### config.mk
export PLATFORM = sky130hd
export DESIGN_NAME = mul_repadd_seq
export DESIGN_NICKNAME = d
export VERILOG_FILES = /design/src/rtl/mul_repadd_pkg.sv /design/src/rtl/zero_det_n.sv /design/src/rtl/mul_repadd_seq.sv
export SDC_FILE = /design/constraint.sdc
export NUM_CORES = 1
export LEC_CHECK = 0
export BUFFER_PORTS_ARGS = -buffer_cell sky130_fd_sc_hd__buf_2
export CORE_MARGIN = 4
export CORE_UTILIZATION = 60
export DETAILED_ROUTE_END_ITERATION = 6
export HOLD_SLACK_MARGIN = 0.02
export PLACE_DENSITY = 0.8
export SLEW_MARGIN = 20
export SYNTH_ARGS = -nofsm -noshare
export SYNTH_HDL_FRONTEND = slang
export SYNTH_SLANG_ARGS = --single-unit
### constraint.sdc
create_clock -name clk -period 5.1 [get_ports clk]
set_clock_uncertainty 0.2 [all_clocks]
set_input_delay 0.765 -clock clk [delete_from_list [all_inputs] [get_ports clk]]
set_output_delay 0.765 -clock clk [all_outputs]
set_load 0.05 [all_outputs]
### src/rtl/mul_repadd_pkg.sv
// Shared definitions for the repeated-addition multiplier.
//   state_t   : controller state encoding (IDLE, RUN, DONE)
//   MUL_WIDTH : default operand width
package mul_repadd_pkg;

   localparam int MUL_WIDTH = 8;

   typedef enum logic [1:0] {
      IDLE = 2'd0,
      RUN  = 2'd1,
      DONE = 2'd2
   } state_t;

endpackage

### src/rtl/zero_det_n.sv
// Combinational WIDTH-bit equality-to-zero detector.
//   din  : value under test
//   zero : 1 when din is all zeros
module zero_det_n #(
   parameter int WIDTH = 8
) (
   input  logic [WIDTH-1:0] din,
   output logic             zero
);

   assign zero = (din == '0);

endmodule

### src/rtl/mul_repadd_seq.sv
// Sequential unsigned multiplier by repeated addition.
// An accepted start latches a loop count and an addend, then adds the addend
// into a 2*WIDTH accumulator once per RUN cycle until the count is exhausted.
// A zero operand skips RUN entirely.
//   clk, rst : clock (rising edge), asynchronous active-high reset
//   start    : request, only honoured in IDLE
//   a, b     : operands, sampled on the accepted start edge
//   product  : result, loaded on entry to DONE and held afterwards
//   done     : one-cycle pulse while in DONE
//   busy     : high while in RUN
module mul_repadd_seq #(
   parameter int WIDTH    = mul_repadd_pkg::MUL_WIDTH,
   parameter bit SWAP_MIN = 1'b1
) (
   input  logic               clk,
   input  logic               rst,
   input  logic               start,
   input  logic [WIDTH-1:0]   a,
   input  logic [WIDTH-1:0]   b,
   output logic [2*WIDTH-1:0] product,
   output logic               done,
   output logic               busy
);
   import mul_repadd_pkg::*;

   state_t               state, nstate;
   logic [2*WIDTH-1:0]   acc, acc_nxt;
   logic [WIDTH-1:0]     cnt, addend, cnt_m1;
   logic [WIDTH-1:0]     cnt_ld, addend_ld;
   logic                 a_zero, b_zero, cnt_last;

   assign cnt_m1  = cnt - WIDTH'(1);
   assign acc_nxt = acc + {{WIDTH{1'b0}}, addend};

   // cnt_last fires on the final iteration: cnt==1 so cnt-1 is zero.
   zero_det_n #(.WIDTH(WIDTH)) u_zd_cnt (.din(cnt_m1), .zero(cnt_last));
   zero_det_n #(.WIDTH(WIDTH)) u_zd_a   (.din(a),      .zero(a_zero));
   zero_det_n #(.WIDTH(WIDTH)) u_zd_b   (.din(b),      .zero(b_zero));

   // Iterate on the smaller operand when enabled; ties keep b as the count.
   always_comb begin
      cnt_ld    = b;
      addend_ld = a;
      if (SWAP_MIN && (a < b)) begin
         cnt_ld    = a;
         addend_ld = b;
      end
   end

   always_comb begin
      nstate = state;
      case (state)
         IDLE: if (start) nstate = (a_zero || b_zero) ? DONE : RUN;
         RUN:  if (cnt_last) nstate = DONE;
         DONE: nstate = IDLE;
         default: nstate = IDLE;
      endcase
   end

   assign busy = (state == RUN);
   assign done = (state == DONE);

   always_ff @(posedge clk or posedge rst) begin
      if (rst) begin
         state   <= IDLE;
         acc     <= '0;
         cnt     <= '0;
         addend  <= '0;
         product <= '0;
      end else begin
         state <= nstate;
         case (state)
            IDLE: if (start) begin
               acc    <= '0;
               cnt    <= cnt_ld;
               addend <= addend_ld;
               if (a_zero || b_zero) product <= '0;
            end
            RUN: begin
               acc <= acc_nxt;
               cnt <= cnt_m1;
               // Load the final sum directly so product is valid with done.
               if (cnt_last) product <= acc_nxt;
            end
            default: ;
         endcase
      end
   end

endmodule

Word-level counts from Yosys, hierarchy flattened --
Index checks and enable logic that the tools add are counted.
Operators by class: divide/modulo/power cells 0, mux-type cells 14, shifts and indexed selects 0, bitwise operators 0, $lt $le $gt $ge 1, $add $sub $neg 2, multiply operators 0, reductions and logical operators 10, equality and inequality tests 5
Operator list (number):
- $mux 16 | 4
- $pmux 16 s2 | 2
- $logic_not 8->1 | 3
- $mux 8 | 3
- $add 16x8->16 | 1
- $pmux 8 s2 | 1
- $lt 8x8->1 | 1
- $sub 8x1->8 const B | 1
- $mux 2 | 3
- $reduce_and 2->1 | 3
- $ne 2x2->1 const B | 2
- $pmux 2 s2 | 1
- $reduce_and 4->1 | 1
- $eq 2x1->1 const B | 1
- $eq 2x2->1 const B | 1
- $logic_not 2->1 | 1
- $ne 2x1->1 const B | 1
- $reduce_bool 2->1 | 1
- $logic_or 1x1->1 | 1
Word-level totals: input bits 19, memories kept 0, logic and storage cells 37, bits in writable memories 0, bits in latches 0, memory bits (read-only) 0, register bits 50

Longest topological paths before layout --
Gate-level depths: netlist of the first run.
depth in word-level cells 5, gate-level depth with buffers 10, depth with buffers taken out 8

Modules after synthesis --
From an unflattened synthesis of the first run, not the netlist that was laid out.
Unflattened totals: cells, all modules 336, area total of the unflattened synthesis 3158.0 µm²
By module, submodules not included:
- mul_repadd_seq | area an instance 3101.7 µm², seq. area each 1251.2 µm², cells each 327, times used 1
- zero_det_n | area an instance 18.8 µm², seq. area each 0.0 µm², cells each 3, times used 3

Worst setup path before layout of the first run --
OpenSTA, ideal clock, no wires.
path type input to register, start point in b[2], end point reg addend[7], data arrival time 2.385 ns, cell stages on the path 9, slack 2.379 ns, required time 4.764 ns, cell sequence inv_1 ha_1 a211oi_1 o21ai_1 a41oi_1 buf_4 buf_2 mux2i_1 o21ai_0
On the way: longest elaborated chain between the ends 2
RTL lines:
- start, declared | line mul_repadd_seq.sv:19 | input logic [WIDTH-1:0] b,
- $lt 8x8->1 | line mul_repadd_seq.sv:44 | if (SWAP_MIN && (a < b)) begin
- $mux 8 | line mul_repadd_seq.sv:44
- end signal, assigned | line mul_repadd_seq.sv:76 | addend <= addend_ld;
- end, declared | line mul_repadd_seq.sv:28 | logic [WIDTH-1:0] cnt, addend, cnt_m1;
Every way passes these cells. A chain may end at the register's enable or synchronous reset.

Final worst setup path of the first run --
start point reg state[0], end point out busy
On the way: longest elaborated chain between the ends 1
RTL lines:
- start, declared | line mul_repadd_seq.sv:26 | state_t state, nstate;
- start signal, assigned | line mul_repadd_seq.sv:71 | state <= nstate;
- $eq 2x1->1 | line mul_repadd_seq.sv:60 | assign busy = (state == RUN);
- end, declared | line mul_repadd_seq.sv:22 | output logic busy
Every way passes these cells.

==> qor.yml, run 1 <==
layout.cells.non_filler: 395
drc: 0
switching_share_pct: 44.62
drt_wl_total_um: 6449
synthArstFlopShare_pct: 100.0
grt_pass1_vias: 2261
ios: 37
drv_slew: 0
post-cts-setup-buffer-count: 0
syn-num-nets: 332
most-common-layout-cells: "dfrtp_1, buf_2, nand2_1"
num_vias: 2362
p_int_mw: 0.9839
initialDrtViolationCount: 156
clk_latency_ns: 0.31
antenna_left: 0
power_density_nw_per_um2: 545.7
period_needed_ns: 3.306
hold_viol_final: 0
syn_area_sq_um: 2932
tritoncts: "yes"
holdWs_ns: 0.2933
cts.sinks: 50
status: "finished, final reports clean"
grt_first_pass_wirelength_um: 10820
drive_above_1_share_pct: 16.77
cp_max_fo: 18
grt_max_degree: 51
clockRootBuffer: "clkbuf_8"
ys_seq_area_share_pct: 42.68
core_area_sq_um: 4723
worstSetupEndpointType: "output port"
min_path_type: "flip-flop to flip-flop"
setup.worst_path.start_class: "flip-flop"
synth_edf_count: 0
ys_warn_count: 0
p_leak_nw: 1.626
cts_resized: 0
comb_power_share_pct: 50.8
final_util_pct: 68.93
die_area_sq_um: 6068
synth_area_per_cell_sq_um: 9.937
h-tree-depth: 2
worstSetupPathType: "flip-flop to output port"
p_sw_mw: 0.7927
clk_pin_slew_ns: 0.09
power_mw: 1.777
via_per_inst: 5.980
post-dp-hpwl_um: 4729
gp_congestion: 0.8634
layout.nets: 364
die_y_um: 77.90
clockBufferDepth: 2
setup_violations: 0
insertedDiodeCount: 0
ir_worst_vdd_v: 0.0002288
grt_util_all_layers_pct: 22.62
ys_ff_latch: 50
drt_first_pass_iters: 5
ys_types: 57
finalSetupTns_ns: 0
seqPwrFrac_pct: 35.7
slowest_delay_ns: 0.53
fin_crit_sh_pct: 64.83
cpMaxStageDelayCell: "dfrtp_1"
core.rowCount: 25
numPortBuffers: 36
synthCells: 295
antenna_found_initial: 0
area_growth_pct: 11.05
rrSetupSlack_ns: 2.42
routedWlPerCell_um: 16.33
cts.hold.buffers_added: 0
globalRouteOverflowTotal: 0
start_util_pct: 62.07
p_clk_share_pct: 13.5
yosys_most_used_dff: "dfrtp_1"
worstPathArrival_ns: 2.34
dp.cells: 387
cap_violations: 0
die_width_um: 77.90
cp.required_ns: 4.14
final_common_cell: "dfrtp_1"
rsz0062_at_grt: "no"
max_slew_margin_pct: 43.54
worst_slew_pin_slew_ns: 0.8459
timing.fmax_mhz: 302.5
numCtsBuffers: 5
cp_cell_sequence: "nand2b_1 -> clkinv_1 -> buf_4 -> buf_2"
kinds of logic after synthesis:
kind of cell | Yosys count | share of synthesized area [%]
muxes | 12 | 4.140
xor gates and xnor gates | 15 | 4.481
AOI/OAI and AO/OA | 101 | 23.35
and+or+nand+nor | 70 | 13.23
buffers and inverters | 29 | 4.182
DFF | 50 | 42.68
adders and majority gates | 18 | 7.938
critical path: cells and delay by family, from the launching register on:
kind | cells | cell delay [ns]
buffers and inverters | 3 | 1.01
and+or+nand+nor | 1 | 0.49
DFF | 1 | 0.53
registers in the layout (all words and copies together) (netlist names):
signal   count
state        2
cnt          8
product     16
addend       8
acc         16
worst paths after layout:
path | startpoint | end | depth (start not counted)
worst max register to register | cnt[0] | product[4] | 8
max in group asynchronous | rst | state[1] | 2
worst min-delay path | product[5] | product[5] | 1
worst min register to register | product[5] | product[5] | 1
min in group asynchronous | rst | product[1] | 2
worst max-delay path | state[0] | busy | 4
per-layer routing:
metal	track usage (%)	wire length [um]
met3	4.060	304
met1	30.25	2889
met2	37.59	3167
met5	0	0
met4	6.643	87
cell usage after synthesis (3+ instances only):
cell type / number / area [sq um]
nor2_1: 15 / 56.30
o21ai_0: 21 / 105.1
nand2b_1: 3 / 18.77
xor2_1: 4 / 35.03
nand2_1: 22 / 82.58
a31oi_1: 5 / 31.28
a22o_1: 19 / 166.4
a211oi_1: 3 / 22.52
a21o_1: 7 / 52.55
nor4_1: 4 / 25.02
inv_1: 15 / 56.30
or3_1: 3 / 18.77
a21oi_1: 21 / 105.1
mux2i_1: 11 / 110.1
dfrtp_1: 50 / 1251
and2_1: 4 / 25.02
o21ai_1: 3 / 15.01
clkbuf_1: 7 / 26.28
ha_1: 17 / 212.7
a32o_1: 3 / 30.03
xnor2_1: 11 / 96.34
power by group through the flow:
stage	sequential, mW	combinational, mW	clock, mW
floorplan	0.620	0.717	0
global placement	0.632	0.863	0
detailed placement	0.640	0.900	0
CTS	0.633	0.902	0.243
global route	0.652	1.01	0.263
finish	0.634	0.903	0.240
per-stage QoR:
stage          setup slack, ns  area (sq um)
3_3_place_gp             1.717          3152
6_report                 1.794          3256
5_1_grt                  1.670          3256
4_1_cts                  1.829          3243
3_5_place_dp             1.609          3152
2_1_floorplan            2.379          2932
layout make-up:
class	count	area, sq um
fill	364	1468
multi-input combinational	216	1577
sequential	50	1251
clock inverter	1	5.005
tap	67	83.83
inverter	17	65.06
timing repair buffer	37	187.7
clock buffer	7	86.33
Note: power is estimated with default switching activity, not from simulation.
==> run 2: changes to the inputs <==
--- a/config.mk
+++ b/config.mk
@@ -7,10 +7,10 @@
 export LEC_CHECK = 0
 export BUFFER_PORTS_ARGS = -buffer_cell sky130_fd_sc_hd__buf_2
 export CORE_MARGIN = 4
-export CORE_UTILIZATION = 60
+export CORE_UTILIZATION = 58
 export DETAILED_ROUTE_END_ITERATION = 6
 export HOLD_SLACK_MARGIN = 0.02
-export PLACE_DENSITY = 0.8
+export PLACE_DENSITY = 0.78
 export SLEW_MARGIN = 20
 export SYNTH_ARGS = -nofsm -noshare
 export SYNTH_HDL_FRONTEND = slang
==> constraint.sdc (replaced) <==
create_clock -name clk -period 3.1 [get_ports clk]
set_clock_uncertainty 0.2 [all_clocks]
set_input_delay 0.465 -clock clk [delete_from_list [all_inputs] [get_ports clk]]
set_output_delay 0.465 -clock clk [all_outputs]
set_load 0.05 [all_outputs]
==> qor.yml, run 2 (synthesis gave the netlist of run 1 again) <==
period_needed_ns: 2.598
most-common-layout-cells: "dfrtp_1, buf_2, nand2_1"  # unchanged
worstPathArrival_ns: 2.60  # was 2.34 ns
cts.sinks: 50  # unchanged
core.rowCount: 25  # unchanged
max_slew_margin_pct: 41.73  # was 43.54%
timing.fmax_mhz: 384.9
setup.worst_path.start_class: "flip-flop"  # unchanged
insertedDiodeCount: 0  # unchanged
rsz0062_at_grt: "no"  # unchanged
antenna_left: 0  # unchanged
reg2regPathDepth: 8  # unchanged
die_y_um: 79.10  # was 77.90 um
start_util_pct: 60.86  # was 62.07%
status: "finished, final reports clean"  # unchanged
post-dp-hpwl_um: 4784  # was 4729 um
power_density_nw_per_um2: 918.5  # was 545.7 nW/um^2
drc: 0  # unchanged
crit_path_end: "product[7]"  # was busy
finalSetupTns_ns: 0  # unchanged
ios: 37  # unchanged
drive_above_1_share_pct: 17.77  # was 16.77%
cap_violations: 0  # unchanged
gp_congestion: 0.9107  # was 0.8634
cp-startpoint: "cnt[0]"  # was state[0]
drt_first_pass_iters: 4  # was 5
grt_pass1_vias: 2451  # was 2,261
slowest_delay_ns: 0.42  # was 0.53 ns
clockRootBuffer: "clkbuf_8"  # unchanged
final_common_cell: "dfrtp_1"  # unchanged
worst-path-stages: 8  # was 4
area_growth_pct: 12.33  # was 11.05%
critPathBufInv: 1  # was 3
dp.cells: 391  # was 387
ir_worst_vdd_v: 0.0004958  # was 0.0002288 V
die_width_um: 79.10  # was 77.90 um
clockBufferDepth: 2  # unchanged
drv_slew: 0  # unchanged
layout.cells.non_filler: 399  # was 395
clk_pin_slew_ns: 0.09  # about the same
cts_resized: 0  # unchanged
fin_crit_sh_pct: 83.81
core_area_sq_um: 4817  # was 4723 sq um
worst_slew_pin_slew_ns: 0.8730  # was 0.8459 ns
hold_viol_final: 0  # unchanged
cpMaxStageDelayCell: "dfrtp_1"  # unchanged
fillCellCount: 412  # was 364
post-cts-setup-buffer-count: 0  # unchanged
rrSetupSlack_ns: 0.50  # was 2.42 ns
grt_util_all_layers_pct: 22.53  # was 22.62%
reg.largest.list: "acc: 16 flops, product: 16 flops"  # unchanged
via_per_inst: 5.955  # was 5.980
cp_max_fo: 17  # was 18
cp_cell_sequence: "inv_1 -> ha_1 -> nor3b_4 -> a21boi_2 -> nor4b_2 -> nand2b_2 -> nand3_4 -> a22o_1"  # was nand2b_1 -> clkinv_1 -> buf_4 -> buf_2
p_leak_nw: 1.647  # was 1.626 nW
dpl_worst_slack_ns: 0.4422  # was 1.609 ns
clk_latency_ns: 0.31  # about the same
grt_max_degree: 51  # unchanged
setup_violations: 0  # unchanged
final_util_pct: 68.36  # was 68.93%
reg2reg_from: "cnt[0]"  # unchanged
grt_first_pass_wirelength_um: 11080  # was 10,820 um
h-tree-depth: 2  # unchanged
worstSetupEndpointType: "flip-flop"  # was output port
numPortBuffers: 36  # unchanged
cp.required_ns: 3.10  # was 4.14 ns
antenna_found_initial: 0  # unchanged
timing.rr.end: "product[7]"  # was product[4]
min_path_type: "input pin to asynchronous set/reset pin"  # was flip-flop to flip-flop
setup_ws_ns: 0.5020  # was 1.794 ns
drt_wl_total_um: 6501  # was 6449 um
die_area_sq_um: 6256  # was 6068 sq um
numCtsBuffers: 5  # unchanged
tritoncts: "yes"  # unchanged
routedWlPerCell_um: 16.29  # was 16.33 um
globalRouteOverflowTotal: 0  # unchanged
crit_family: "simple AND/OR/NAND/NOR gates"  # was buffers and inverters
layout.nets: 368  # was 364
initialDrtViolationCount: 132  # was 156
num_vias: 2376  # was 2,362
worstSetupPathType: "flip-flop to flip-flop"  # was flip-flop to output port
cts.hold.buffers_added: 0  # unchanged
[run 2: layout make-up]
class / count / area, sq um / area share [%]
multi-input combinational: 216 / 1565 / 47.53
sequential: 50 / 1251 / 37.99
timing repair buffer: 41 / 217.7 / 6.611
tap: 67 / 83.83 / 2.546
clock buffer: 6 / 72.57 / 2.204
inverter: 17 / 65.06 / 1.976
clock inverter: 2 / 37.54 / 1.140
[run 2: per-stage QoR]
stage	power (mW)	area, sq um	hold slack, ns
after CTS	3.026	3292	0.2419
after global placement	2.494	3182	0.2718
after detailed placement	2.567	3182	0.2816
after global routing	3.255	3293	0.1657
final	3.025	3293	0.1050
after floorplan	2.200	2932	0.2538
[run 2: worst reg2reg max path: stages (launching register included)]
cell and delay, ns:
dfrtp_1 0.42, inv_1 0.09, ha_1 0.22, nor3b_4 0.27, a21boi_2 0.10, nor4b_2 0.42, nand2b_2 0.23, nand3_4 0.23
a22o_1 0.31
[run 2: report_power, final]
group	internal, mW	leakage, nW	switching, mW
logic	0.608	0.941	0.913
clock network	0.241	0.0514	0.218
registers	0.850	0.655	0.194
[run 2: worst min path at each step]
stage               from    endpoint  slack, ns  cells past startpoint
2_1_floorplan  addend[0]   addend[0]       0.25                      2
3_3_place_gp   addend[7]   addend[7]       0.27                      2
3_5_place_dp   addend[7]   addend[7]       0.28                      2
4_1_cts              rst  product[4]       0.24                      2
5_1_grt              rst  product[4]       0.17                      2
6_report             rst  product[4]       0.10                      2
[run 2: routing by layer]
layer / up-vias / track usage [%] / part of all wire (%)
met3: 13 / 4.195 / 4.9
met2: 65 / 38.55 / 48
met4: 0 / 8.419 / 2.4
met1: 1143 / 28.31 / 45
li1: 1155 / - / -
met5: - / 0 / 0
